==> src/rtl/arb2_rr.sv <==
// arb2_rr: two-source round-robin valid/ready arbiter feeding a single registered output slot.
module arb2_rr #(
    parameter int DWIDTH = 8
) (
    input  logic              i_clk,
    input  logic              i_rstn,
    input  logic              i_valid0,
    input  logic [DWIDTH-1:0] i_data0,
    output logic              o_ready0,
    input  logic              i_valid1,
    input  logic [DWIDTH-1:0] i_data1,
    output logic              o_ready1,
    output logic              o_valid,
    output logic [DWIDTH-1:0] o_data,
    output logic              o_sel,
    input  logic              i_ready
);
    logic              r_valid;
    logic [DWIDTH-1:0] r_data;
    logic              r_sel;
    logic              r_prio;
    logic              w_load;
    logic              w_any;
    logic              w_win;

    assign w_load   = ~r_valid | i_ready;
    assign w_any    = i_valid0 | i_valid1;
    // Priority only matters on a tie; otherwise the lone valid source wins.
    assign w_win    = (i_valid0 & i_valid1) ? r_prio : i_valid1;
    assign o_ready0 = w_load & i_valid0 & ~w_win;
    assign o_ready1 = w_load & i_valid1 & w_win;
    assign o_valid  = r_valid;
    assign o_data   = r_data;
    assign o_sel    = r_sel;

    always_ff @(posedge i_clk or negedge i_rstn) begin
        if (!i_rstn) begin
            r_valid <= 1'b0;
            r_data  <= '0;
            r_sel   <= 1'b0;
            r_prio  <= 1'b0;
        end else if (w_load) begin
            r_valid <= w_any;
            if (w_any) begin
                r_data <= w_win ? i_data1 : i_data0;
                r_sel  <= w_win;
                r_prio <= ~w_win;
            end
        end
    end
endmodule

==> config.mk <==
export PLATFORM = sky130hd
export DESIGN_NAME = arb2_rr
export DESIGN_NICKNAME = d
export VERILOG_FILES = /design/src/rtl/arb2_rr.sv
export SDC_FILE = /design/constraint.sdc
export NUM_CORES = 1
export LEC_CHECK = 0
export BUFFER_PORTS_ARGS = -buffer_cell sky130_fd_sc_hd__buf_2
export CAP_MARGIN = 30
export CORE_UTILIZATION = 41
export CTS_CLUSTER_DIAMETER = 80
export DETAILED_ROUTE_END_ITERATION = 12
export PLACE_DENSITY = 0.77
export SETUP_SLACK_MARGIN = 0.05
export SYNTH_ARGS = -nofsm -noshare
export SYNTH_HDL_FRONTEND = slang
export SYNTH_SLANG_ARGS = --single-unit
export TNS_END_PERCENT = 5
==> constraint.sdc <==
create_clock -name i_clk -period 1.5 [get_ports i_clk]
set_input_delay 0 -clock i_clk [delete_from_list [all_inputs] [get_ports i_clk]]
set_output_delay 0 -clock i_clk [all_outputs]
set_load 0.02 [all_outputs]
After elaboration in Yosys (flattened, before gate mapping)

Cells that the tools add are included.

Reduce and logical (&&, ||, !) cells: 1
Shift-type cells: 0
Add/subtract/negate cells: 0
Eq/ne operators: 0
Magnitude comparators: 0
Multiplexer cells: 2
Div/mod/pow operators: 0
Bitwise operators: 9
$mul: 0

Operator list:

| cell                | number |
|---|---|
| 2-to-1 mux 8 bit    | 1 |
| AND 1 bit           | 5 |
| inverter 1 bit      | 2 |
| bitwise OR 1 bit    | 2 |
| AND reduction 2 bit | 1 |
| 2-to-1 mux 1 bit    | 1 |

Bits in registers: 11
Memories: 0
Bits in latches: 0
Input port bits: 21
Bits in read-only memories: 0
Memory bits (writable): 0

Logic depth before layout (Yosys ltp)

Word-level depth: 4
Gate-level depth with buffers: 4
Depth with buffers taken out: 3

Least setup slack after synthesis

OpenSTA, ideal clock, no wires.

Kind: register -> output
Start: register r_valid, in the netlist o_valid
End: output port o_ready0
Setup slack: 0.298 ns
Data required time: 1.500 ns
Stages on the path, launching flop included: 5
Data arrival time: 1.202 ns
Path buffers: 1
Cell sequence: dfrtp_1 -> nand2b_1 -> buf_2 -> nand2_1 -> a21oi_1

Cells in the longest elaborated chain, start to end: 4

Ends and longest elaborated chain:

| item                    | line | RTL |
|---|---|---|
| start, declared         | 18   | `logic r_valid;` |
| start signal, assigned  | 43   | `r_valid <= w_any;` |
| inverter 1 bit          | 26   | `assign w_load = ~r_valid \| i_ready;` |
| bitwise OR 1 bit        | 26   |  |
| AND 1 bit (2 in series) | 30   | `assign o_ready0 = w_load & i_valid0 & ~w_win;` |
| end, declared           | 9    | `output logic o_ready0,` |

No other way between the ends.

Worst setup path after layout

Start: register r_prio
End: output port o_ready1

Cells in the longest elaborated chain, start to end: 2

Ends and longest elaborated chain:

| item                   | line | RTL |
|---|---|---|
| start, declared        | 21   | `logic r_prio;` |
| start signal, assigned | 47   | `r_prio <= ~w_win;` |
| 2-to-1 mux 1 bit       | 29   | `assign w_win = (i_valid0 & i_valid1) ? r_prio : i_valid1;` |
| AND 1 bit              | 31   | `assign o_ready1 = w_load & i_valid1 & w_win;` |
| end, declared          | 12   | `output logic o_ready1,` |

No other way between the ends.

==> results summary <==
The switching power summed over all nets came out at ~280 µW. Across all register-to-register paths, the minimum setup slack is ~0.36 ns. The share of the synthesized area in the top cell type came out at 0.4900. The tightest min-delay check is of the input pin to flip-flop type. After synthesis, the cell types taking the most area are sky130_fd_sc_hd__dfrtp_1, sky130_fd_sc_hd__a21oi_1, sky130_fd_sc_hd__a31oi_1, sky130_fd_sc_hd__nand3_1, sky130_fd_sc_hd__o21ai_0.

Prior to clock tree synthesis, the placed netlist has a worst setup slack of between 0.2 and 0.3 ns. The sink count of the clock tree is 11. The all-layer global routing usage is 0.2174. The number of I/O port buffers is 32. The clock slew at the register clock pins of the worst setup and hold paths is about 0.070 ns. The distinct cell type count after synthesis is 17. The end of the worst register-to-register path is o_sel. The worst-case hold path end point is o_data[4]. The via count of the first global-routing pass is around 530. The initialized floorplan defines 12 standard-cell rows. The number of synthesized flops with an enable pin came out at 0. The count of warnings emitted by yosys came out at 0.

The share of the Yosys chip area taken by registers is 0.4900. Of the cells placed in the final design, the portion with a size suffix greater than 1 is 0.4124. The iteration count of the initial detailed-routing pass is 4. The worst setup path is of the flip-flop to output port kind. The H-tree depth is 1. The later-pin clock latency in the skew report is about 0.26 ns. The number of antenna violations at the first check in global routing came out at 0. The count of inserted antenna diode cells came out at 0. Setup repair after global routing left no endpoint under its margin.

In the synthesized netlist, the number of instances is between 60 and 70. The final critical-path required period is between 1 and 1.5 ns. The filler cells instantiated in the layout total 120. The final design instance area without fill came out at approximately 800 µm². The share of total power dissipated in the clock network is 0.238. The number of endpoints failing setup at the final stage came out at 0.

The highest metal layer carrying signal wires in the routed design is met3. Clock skew on the completed layout was measured at 0.003478 ns. The sequential fraction of design power is 0.444.

The leakage power of the design is around 0.38 nW. The top cell types in the final layout, fill and taps aside, are sky130_fd_sc_hd__buf_2, sky130_fd_sc_hd__dfrtp_1, sky130_fd_sc_hd__a21oi_1. In the finished design, the share of the clock period the worst path needs comes to 0.8704. For the pin with the worst max-slew slack, the measured transition is between 0.3 and 0.4 ns. Of all nets on the critical path, the largest fanout is 10.

The I/O pin count came out at 33. The first-pass GRT wire length is about 2.3 mm. The final routed wire length divided by cell count came out at about 12 µm.

After synthesis the netlist holds a flip-flop and latch count of 11. For this run, the leading register cell type out of synthesis is sky130_fd_sc_hd__dfrtp_1. Static timing analysis puts the maximum clock frequency at roughly 0.77 GHz. Global routing finished with a remaining overflow of 0. The detail-routed via count per cell came out at 5.288.

The die covers around 0.0015 mm². The net count of the mapped netlist is just over 80. The horizontal die dimension is 39.02 µm. The number of cells in the finished layout apart from fillers came out at ~110. The most common library cell in the layout ignoring fill and taps is sky130_fd_sc_hd__buf_2. The overall power consumption is between 800 and 900 µW.

Detailed routing inserted a total of 587 vias. The worst-case headroom to the max-slew limit came out at 0.7895. The largest total area in the synthesized netlist belongs to sky130_fd_sc_hd__dfrtp_1.

The mean post-synth cell area is slightly above 9 µm². Across the run, the number of max-cap violations was 0. The routed wire length is ~1.3 mm.

The total power density per cell area came out at 1063 mW/mm². The final routed DRC violation total came out at 0. The initial core utilization is 0.4736.

The area growth from synthesis to final layout is 38.98%. The share of total power in combinational logic came out at 0.318. The run finished with clean final reports. The root buffer cell is sky130_fd_sc_hd__clkbuf_4.

Once placement completed, the tool counted placed cells totaling about 110. The cell area that synthesis handed to floorplanning was between 500 and 600 µm². Of the total power, the share spent switching nets is 0.3347. Adding up every negative setup slack in the final design gives 0 ns.

The count of final max-slew check failures came out at 0. The endpoint kind of the worst setup timing path is an output port. The worst hold path begins at i_data0[4]. The largest voltage drop on the vdd net came out at approximately 560 µV. The remaining antenna violation count is 0. The placer's final routability congestion estimate came out at 0.6975. The data required time of the worst path came out at roughly 1.5 ns. The async set-reset flop share out of synthesis came out at 1.000. The met3 layer wire length in the routed design is around 95 µm. The count of endpoints failing hold in the final timing report was 0. The number of DRC markers in iteration 0 is 15. The worst register-to-register path begins at r_prio. The post-placement cell area is between 700 and 800 µm². Data on the critical path arrives at its endpoint at around 1.3 ns. After the last flow step, the layout net total stands at roughly 120. The overall die height came out at 39.02 µm.

The total routed wire length on the met1 layer came out at a little over 600 µm. The number of CTS-inserted buffers came out at 3. The pin count of the biggest net entering global routing is 14. The worst hold path cell count came out at 3. The core region is around 0.0012 mm².

TritonCTS built the clock tree. STA classifies the critical path startpoint as a flip-flop. Setup slack closes at a little under 0.2 ns.

Detailed placement ended at an HPWL of approximately 970 µm. The number of buffers inserted by post-CTS setup repair came out at 0. Internal power comes to about 550 µW. Summed over all nets, wire length on met2 after detailed routing comes to ~630 µm. The longest clock path from root to sink contains 2 buffers. The depth of the most critical reg-to-reg path is 3.
[logic make-up (layout without fill, tap and decap cells)]
family / count (synthesis) / in the layout / share of synthesized area
simple gates: 17 / 17 / 0.1648
compound gates: 28 / 28 / 0.2851
buf+inv: 6 / 41 / 0.06011
flops: 11 / 11 / 0.4900
[power by group through the flow]
stage	registers [mW]	clock network, mW	logic, mW
finish	0.369	0.197	0.264
global route	0.376	0.220	0.295
CTS	0.369	0.205	0.263
detailed placement	0.374	0	0.259
global placement	0.372	0	0.256
floorplan	0.426	0	0.113
[cells in the mapped netlist (all sizes together) (2+ instances only)]
| library cell | count |
|---|---|
| nand3 | 8 |
| dfrtp | 11 |
| a21oi | 10 |
| nand2b | 3 |
| a31oi | 9 |
| nand2 | 2 |
| o21ai | 8 |
| buf | 4 |
[state kept, by name (all words and copies together), names as in the netlist]
name,count
o_data,8
o_sel,1
o_valid,1
r_prio,1
[worst max path at each step]
stage,end,depth (start not counted),startpoint,slack (ns)
4_1_cts,o_ready1,3,r_prio,0.10
5_1_grt,o_ready0,5,o_valid,0.1
3_5_place_dp,o_sel,3,r_prio,0.28
2_1_floorplan,o_ready0,4,o_valid,0.30
3_3_place_gp,o_sel,3,r_prio,0.32
6_report,o_ready1,3,r_prio,0.19
[cell type report]
class | count | area [µm²] | share of cell area
multi-input cells | 45 | 262.8 | 0.3365
flip-flops and latches | 11 | 275.3 | 0.3526
repair buffers | 36 | 195.2 | 0.2500
inverters | 1 | 3.754 | 0.004808
clock buffers | 4 | 26.28 | 0.03365
well taps | 14 | 17.52 | 0.02244
[per-stage QoR]
step / util / hold WS, ns
floorplan: - / -0.2956
global placement: 0.6108 / -0.1207
detailed placement: 0.6108 / -0.1168
CTS: 0.6498 / 0.004361
global route: 0.6582 / 0.008722
finish: 0.6582 / 0.008421
[worst max-delay path, cell delays in order (launching register included)]
cell                       delay (ns)
sky130_fd_sc_hd__dfrtp_1         0.40
sky130_fd_sc_hd__nand2b_2        0.27
sky130_fd_sc_hd__and3_1          0.22
sky130_fd_sc_hd__buf_2           0.16
[per-layer routing]
layer	vias to the layer above	global-route usage
li1	301	-
met1	259	0.2867
met2	27	0.3542
met3	0	0.03468
met4	0	0.07759
met5	-	0
[what timing repair did]
item,in CTS,in global routing
hold buffers,2,0
setup endpoints to repair,0,2
hold endpoints to repair,12,0
gates resized for setup,0,2
(Power assumes the default switching activity.)
